<file path="src/rtl/netlist_eval_pkg.sv">
// Shared types for the netlist evaluator: opcodes, result codes, FSM states.
package netlist_eval_pkg;

   localparam int unsigned DefaultNumPi    = 5;
   localparam int unsigned DefaultNumWires = 32;

   typedef enum logic [2:0] {
      OpBuf   = 3'd0,
      OpInv   = 3'd1,
      OpAnd2  = 3'd2,
      OpNand2 = 3'd3,
      OpOr2   = 3'd4,
      OpNor2  = 3'd5,
      OpXor2  = 3'd6,
      OpXnor2 = 3'd7
   } gate_op_e;

   typedef enum logic [1:0] {
      ResOk       = 2'd0,
      ResUndefSrc = 2'd1,
      ResBadDst   = 2'd2,
      ResOutUndef = 2'd3
   } res_code_e;

   typedef enum logic [1:0] {
      StIdle  = 2'd0,
      StEval  = 2'd1,
      StDrain = 2'd2,
      StDone  = 2'd3
   } state_e;

endpackage

</file>
<file path="src/rtl/netlist_evaluator_if.sv">
// Control, gate-record and result signals of the netlist evaluator.
interface netlist_evaluator_if
   import netlist_eval_pkg::*;
#(
   parameter int unsigned NUM_PI    = DefaultNumPi,
   parameter int unsigned NUM_WIRES = DefaultNumWires
);
   localparam int unsigned IDX_W = $clog2(NUM_WIRES);

   logic              start;
   logic [NUM_PI-1:0] pi_vec;
   logic [IDX_W-1:0]  out_sel;
   logic              gate_valid;
   logic              gate_ready;
   gate_op_e          gate_op;
   logic [IDX_W-1:0]  gate_a;
   logic [IDX_W-1:0]  gate_b;
   logic [IDX_W-1:0]  gate_y;
   logic              gate_last;
   logic              res_valid;
   logic              res_ready;
   logic              res_value;
   logic [1:0]        res_code;
   logic              busy;

   modport master (
      output start, pi_vec, out_sel, gate_valid, gate_op, gate_a, gate_b, gate_y, gate_last,
             res_ready,
      input  gate_ready, res_valid, res_value, res_code, busy
   );

   modport slave (
      input  start, pi_vec, out_sel, gate_valid, gate_op, gate_a, gate_b, gate_y, gate_last,
             res_ready,
      output gate_ready, res_valid, res_value, res_code, busy
   );

endinterface

</file>
<file path="src/rtl/netlist_gate_alu.sv">
// Single-bit evaluation of one gate record; B is ignored for BUF/INV.
module netlist_gate_alu
   import netlist_eval_pkg::*;
(
   input  gate_op_e i_op,
   input  logic     i_a,
   input  logic     i_b,
   output logic     o_y
);

   // Decode the opcode into the cell function.
   always_comb begin
      o_y = 1'b0;
      unique case (i_op)
         OpBuf:   o_y = i_a;
         OpInv:   o_y = ~i_a;
         OpAnd2:  o_y = i_a & i_b;
         OpNand2: o_y = ~(i_a & i_b);
         OpOr2:   o_y = i_a | i_b;
         OpNor2:  o_y = ~(i_a | i_b);
         OpXor2:  o_y = i_a ^ i_b;
         OpXnor2: o_y = ~(i_a ^ i_b);
      endcase
   end

endmodule

</file>
<file path="src/rtl/netlist_evaluator.sv">
// Evaluates a streamed gate-level netlist against latched primary inputs and
// reports the value of one selected wire, or the first structural error found.
module netlist_evaluator
   import netlist_eval_pkg::*;
#(
   parameter int unsigned NUM_PI    = DefaultNumPi,
   parameter int unsigned NUM_WIRES = DefaultNumWires
) (
   input logic                clk,
   input logic                rst_n,
   netlist_evaluator_if.slave bus
);

   localparam int unsigned      IDX_W      = $clog2(NUM_WIRES);
   localparam logic [IDX_W-1:0] NUM_PI_IDX = IDX_W'(NUM_PI);

   state_e               r_state;
   state_e               w_state_next;
   logic [NUM_WIRES-1:0] r_val;
   logic [NUM_WIRES-1:0] r_def;
   logic [IDX_W-1:0]     r_out_sel;
   res_code_e            r_err;
   res_code_e            w_res_code;

   logic w_accept;
   logic w_hs;
   logic w_two_in;
   logic w_src_err;
   logic w_dst_err;
   logic w_alu_y;

   assign w_accept  = (r_state == StEval) || (r_state == StDrain);
   assign w_hs      = w_accept & bus.gate_valid;
   assign w_two_in  = !(bus.gate_op inside {OpBuf, OpInv});
   // Checks use the pre-edge def bits, so a record sees everything written before it.
   assign w_src_err = !r_def[bus.gate_a] || (w_two_in && !r_def[bus.gate_b]);
   assign w_dst_err = (bus.gate_y < NUM_PI_IDX) || r_def[bus.gate_y];

   netlist_gate_alu u_alu (
      .i_op (bus.gate_op),
      .i_a  (r_val[bus.gate_a]),
      .i_b  (r_val[bus.gate_b]),
      .o_y  (w_alu_y)
   );

   // State register.
   always_ff @(posedge clk or negedge rst_n) begin
      if (!rst_n) begin
         r_state <= StIdle;
      end else begin
         r_state <= w_state_next;
      end
   end

   // Next-state logic; an error on the last record skips DRAIN.
   always_comb begin
      w_state_next = r_state;
      unique case (r_state)
         StIdle:  if (bus.start) w_state_next = StEval;
         StEval: begin
            if (w_hs) begin
               if (bus.gate_last)                  w_state_next = StDone;
               else if (w_src_err || w_dst_err)   w_state_next = StDrain;
            end
         end
         StDrain: if (w_hs && bus.gate_last) w_state_next = StDone;
         StDone:  if (bus.res_ready) w_state_next = StIdle;
         default: w_state_next = StIdle;
      endcase
   end

   // Wire values, defined bits, output select and sticky first error.
   always_ff @(posedge clk or negedge rst_n) begin
      if (!rst_n) begin
         r_val     <= '0;
         r_def     <= '0;
         r_out_sel <= '0;
         r_err     <= ResOk;
      end else if ((r_state == StIdle) && bus.start) begin
         r_val     <= NUM_WIRES'(bus.pi_vec);
         r_def     <= NUM_WIRES'({NUM_PI{1'b1}});
         r_out_sel <= bus.out_sel;
         r_err     <= ResOk;
      end else if ((r_state == StEval) && w_hs) begin
         if (w_src_err) begin
            r_err <= ResUndefSrc;
         end else if (w_dst_err) begin
            r_err <= ResBadDst;
         end else begin
            r_val[bus.gate_y] <= w_alu_y;
            r_def[bus.gate_y] <= 1'b1;
         end
      end
   end

   // Final result code: a stream error wins over an undriven output wire.
   always_comb begin
      w_res_code = ResOk;
      if (r_err != ResOk) begin
         w_res_code = r_err;
      end else if (!r_def[r_out_sel]) begin
         w_res_code = ResOutUndef;
      end
   end

   // Outputs; the result registers are frozen in DONE so these hold until res_ready.
   always_comb begin
      bus.busy       = (r_state != StIdle);
      bus.gate_ready = w_accept;
      bus.res_valid  = (r_state == StDone);
      bus.res_code   = (r_state == StDone) ? w_res_code : ResOk;
      bus.res_value  = ((r_state == StDone) && (w_res_code == ResOk)) ? r_val[r_out_sel] : 1'b0;
   end

endmodule

</file>
<file path="src/flat_wrapper.sv">
// flat-port wrapper written by rule: the top's interface ports become plain ports
module netlist_evaluator_flat import netlist_eval_pkg::*;
#(
   parameter int unsigned NUM_PI    = DefaultNumPi,
   parameter int unsigned NUM_WIRES = DefaultNumWires
)
  (clk, rst_n, bus_start, bus_pi_vec, bus_out_sel, bus_gate_valid, bus_gate_op, bus_gate_a, bus_gate_b, bus_gate_y, bus_gate_last, bus_res_ready, bus_gate_ready, bus_res_valid, bus_res_value, bus_res_code, bus_busy);
  netlist_evaluator_if #(.NUM_PI(NUM_PI), .NUM_WIRES(NUM_WIRES)) bus_i ();
  input logic clk;
  input logic rst_n;
  input wire logic [$bits(bus_i.start)-1:0] bus_start;
  input wire logic [$bits(bus_i.pi_vec)-1:0] bus_pi_vec;
  input wire logic [$bits(bus_i.out_sel)-1:0] bus_out_sel;
  input wire logic [$bits(bus_i.gate_valid)-1:0] bus_gate_valid;
  input wire logic [$bits(bus_i.gate_op)-1:0] bus_gate_op;
  input wire logic [$bits(bus_i.gate_a)-1:0] bus_gate_a;
  input wire logic [$bits(bus_i.gate_b)-1:0] bus_gate_b;
  input wire logic [$bits(bus_i.gate_y)-1:0] bus_gate_y;
  input wire logic [$bits(bus_i.gate_last)-1:0] bus_gate_last;
  input wire logic [$bits(bus_i.res_ready)-1:0] bus_res_ready;
  output wire logic [$bits(bus_i.gate_ready)-1:0] bus_gate_ready;
  output wire logic [$bits(bus_i.res_valid)-1:0] bus_res_valid;
  output wire logic [$bits(bus_i.res_value)-1:0] bus_res_value;
  output wire logic [$bits(bus_i.res_code)-1:0] bus_res_code;
  output wire logic [$bits(bus_i.busy)-1:0] bus_busy;
  assign bus_i.start = bus_start;
  assign bus_i.pi_vec = bus_pi_vec;
  assign bus_i.out_sel = bus_out_sel;
  assign bus_i.gate_valid = bus_gate_valid;
  assign bus_i.gate_op = bus_gate_op;
  assign bus_i.gate_a = bus_gate_a;
  assign bus_i.gate_b = bus_gate_b;
  assign bus_i.gate_y = bus_gate_y;
  assign bus_i.gate_last = bus_gate_last;
  assign bus_i.res_ready = bus_res_ready;
  assign bus_gate_ready = bus_i.gate_ready;
  assign bus_res_valid = bus_i.res_valid;
  assign bus_res_value = bus_i.res_value;
  assign bus_res_code = bus_i.res_code;
  assign bus_busy = bus_i.busy;
  netlist_evaluator #(.NUM_PI(NUM_PI), .NUM_WIRES(NUM_WIRES)) u_core (.clk(clk), .rst_n(rst_n), .bus(bus_i));
endmodule
</file>
<file path="config.mk">
export PLATFORM = sky130hd
export DESIGN_NAME = netlist_evaluator_flat
export DESIGN_NICKNAME = d
export VERILOG_FILES = /design/src/rtl/netlist_eval_pkg.sv /design/src/rtl/netlist_evaluator_if.sv /design/src/rtl/netlist_gate_alu.sv /design/src/rtl/netlist_evaluator.sv /design/src/flat_wrapper.sv
export SDC_FILE = /design/constraint.sdc
export NUM_CORES = 1
export LEC_CHECK = 0
export CAP_MARGIN = 5
export CORE_MARGIN = 5
export CORE_UTILIZATION = 59
export DETAILED_ROUTE_END_ITERATION = 8
export PLACE_DENSITY = 0.92
export SYNTH_ARGS = -nofsm -noshare
export SYNTH_HDL_FRONTEND = slang
export SYNTH_SLANG_ARGS = --single-unit
</file>
<file path="constraint.sdc">
create_clock -name clk -period 3.75 [get_ports clk]
set_input_delay 1.125 -clock clk [delete_from_list [all_inputs] [get_ports clk]]
set_output_delay 1.125 -clock clk [all_outputs]
set_load 0.03 [all_outputs]
</file>
==> metrics.cfg <==
[status]
status=finished, violations left
failed_checks=negative setup slack

[timing]
max_freq_mhz=259.2
min_period_ns=3.858
relSlewSlack_pct=49.10
slew_viol_final=0
hold_violations=0
period_share_pct=102.9
setup_viol_count_final=4
worst_slew_pin_slew_ns=0.7636
rsz0062_at_grt=true
clock_skew_ns=0.01092
fin_ws_ns=-0.1084

[final_layout]
synthToLayoutAreaGrowth_pct=29.25
nNetsFinal=582
fin_util_pct=76.75
final_layout_size_suffix_gt1_share_pct=34.62
n_antenna_cell=0

[power]
cellInternalPower_mw=1.864
ir_drop_mv=0.2804
power_per_cell_area_nw_per_um2=461.0
leakage_nw=2.732
pwr-share-seq_pct=33.1
combPwrFrac_pct=43.6
clockPowerShare_pct=23.3
p_sw_mw=1.176
switching_share_pct=38.69

[global_route]
grt_max_degree=71
grt_pass1_vias=4866
antenna_found_initial=0
grt_pass1_wl_mm=27.45
grt_use_total_pct=35.04
overflow=0

[floorplanning]
die_w_um=103.0
ios=40
coreArea_um2=8593
floorplan.initialDensity_pct=59.38
rows=34
die_y_um=103.0
die-area_um2=10610

[setup_path]
crit_top_cell=mux4_2
worstPathRequired_ns=2.62
path_depth=8
r2r_slack_ns=0.46
crit_path_start_kind=flop
cp_cell_sequence=buf_12 > mux4_2 > mux4_2 > mux2_4 > nand3_4 > nand2_4 > a21oi_2 > buf_6
crit_start=u_core.r_out_sel[0]
crit_buf_inv=2
cp.arrival_ns=2.73
path_class=flop to output pin
endpoint=bus_res_code[1]
r2r_cells=15
critical-path-slowest-cell=mux4_2
end_kind=output pin
critPathMaxStageDelay_ns=0.52
crit_fanout=5
reg2reg_to=u_core.r_val[21]
cp_top_family=multiplexers
reg2reg_from=u_core.r_val[3]

[yosys]
async_flop_share_pct=100.0
yosys.cell_types.count=47
synth_edf_count=0
syn_area_um2=5102
postSynthNetCount=491
avgSynthCellArea_um2=11.34
synth_warnings=0
synth-seq-cells=73
syn_inst=450
synth_ff_type=dfrtp_1
yosysSeqAreaShare_pct=35.80

[cts]
cts.sinks=73
clk_pin_slew_worst_paths_ns=0.09
hold_buffers=0
htreeDepth=3
clock_latency_ns=0.36
clock-root-buffer=clkbuf_8
cts_tree=done
cts_max_path_buffers=2
cts_buffers=9

[detailed_routing]
via_per_inst=7.358
drc=0
vias=4812
ant_nets=0
first_pass_iters=5
wirelength_mm=18.00
wire_per_inst_um=27.52
drt_iter0_drc=567

[place]
dpl_worst_slack_ns=-0.7214
port_buffers=39
gp_congestion=1.068
dpl.hpwl_mm=11.40

[min_path]
hold_class=flop to flop

[job]
cap_violations=0

==> cells by family (layout without fill, tap and decap cells) <==
kind of cell | count (synthesis) | in the layout | synth area share, %
AND/OR/NAND/NOR | 164 | 164 | 15.25
multiplexers | 101 | 101 | 33.37
flip-flops | 73 | 73 | 35.80
buffers and inverters | 46 | 142 | 5.125
AO/OA/AOI/OAI | 57 | 57 | 8.386
XOR/XNOR | 2 | 2 | 0.3434
adder cells (fa/ha/maj) | 7 | 7 | 1.716
==> Yosys cell counts (7+ instances only) <==
master / count / area [um^2]
mux4_2: 52 / 1171
a21oi_1: 7 / 35.03
o21a_1: 27 / 202.7
buf_6: 9 / 101.4
nor2_1: 19 / 71.32
nand3_1: 9 / 45.04
clkbuf_1: 14 / 52.55
mux2_2: 7 / 78.83
dfrtp_1: 73 / 1827
ha_1: 7 / 87.58
nor3_1: 23 / 115.1
nand2b_1: 10 / 62.56
nand2_1: 76 / 285.3
mux2i_1: 40 / 400.4
inv_1: 14 / 52.55
==> what timing repair did <==
action,4_1_cts,5_1_grt
resized for setup,49,35
setup endpoints to repair,49,30
buffers inserted,1,3
pin swaps,10,10
cloned,5,1
==> final cells by class <==
cell class | instances | area, um^2
Inverter | 14 | 52.55
Clock inverter | 6 | 91.34
Multi-Input combinational cell | 331 | 3206
Clock buffer | 10 | 127.6
Sequential cell | 73 | 1828
Tap cell | 108 | 135.1
Timing Repair Buffer | 112 | 1155
Fill cell | 480 | 1998
==> routing by layer <==
layer	vias to the layer above	track usage (%)	routed length (um)
met1	2309	42.91	5941
met4	0	19.42	1406
met5	-	0	0
met2	480	55.94	8531
met3	154	10.08	2120
li1	1869	-	-
==> cells in the final DEF, fill, tap and decap left out, types with 3 or more instances in the layout <==
master,n
a21oi_1,3
a21oi_2,3
buf_12,7
buf_16,4
buf_4,58
buf_6,5
clkbuf_8,9
clkdlybuf4s50_1,30
dfrtp_1,72
ha_1,5
inv_1,13
mux2_2,5
mux2i_1,35
mux2i_2,3
mux4_2,53
nand2_1,72
nand2_2,3
nand2b_1,10
nand3_1,8
nand3b_1,5
nand4_1,5
nor2_1,16
nor2b_1,3
nor3_1,19
nor3_2,4
nor3b_1,4
o21a_1,27
==> registers in the layout, summed over array words and instances, names as in the netlist <==
| register | cells |
|---|---|
| u_core.r_err | 2 |
| u_core.r_val | 32 |
| u_core.r_state | 2 |
| u_core.r_out_sel | 5 |
| u_core.r_def | 32 |
==> how the worst min path moves through the flow <==
stage | startpoint | endpoint | slack (ns) | cells past startpoint
CTS | u_core.r_def[3] | u_core.r_def[3] | 0.54 | 1
detailed placement | u_core.r_def[3] | u_core.r_def[3] | 0.51 | 1
global route | u_core.r_def[0] | u_core.r_def[0] | 0.58 | 1
global placement | u_core.r_def[0] | u_core.r_def[0] | 0.50 | 1
floorplan | u_core.r_def[3] | u_core.r_def[3] | 0.46 | 1
finish | u_core.r_def[3] | u_core.r_def[3] | 0.55 | 1
==> power by group through the flow <==
stage	Combinational (mW)	Clock (mW)	Sequential (mW)
finish	1.32	0.709	1.01
global route	1.40	0.752	1.01
CTS	1.20	0.710	0.994
detailed placement	1.06	0	0.996
global placement	1.02	0	0.987
floorplan	0.745	0	0.932
==> through the flow <==
stage	power (mW)	cells	hold slack [ns]	cell area [um^2]	setup TNS (ns)
global placement	2.004	628	0.5006	5959	-20.89
finish	3.041	654	0.5457	6595	-0.2801
CTS	2.908	650	0.5359	6436	-0.1341
floorplan	1.677	450	0.4640	5124	-0.03598
global route	3.158	654	0.5776	6595	-0.4100
detailed placement	2.054	628	0.5146	5959	-29.46
Power figures use the tool's default switching activity.
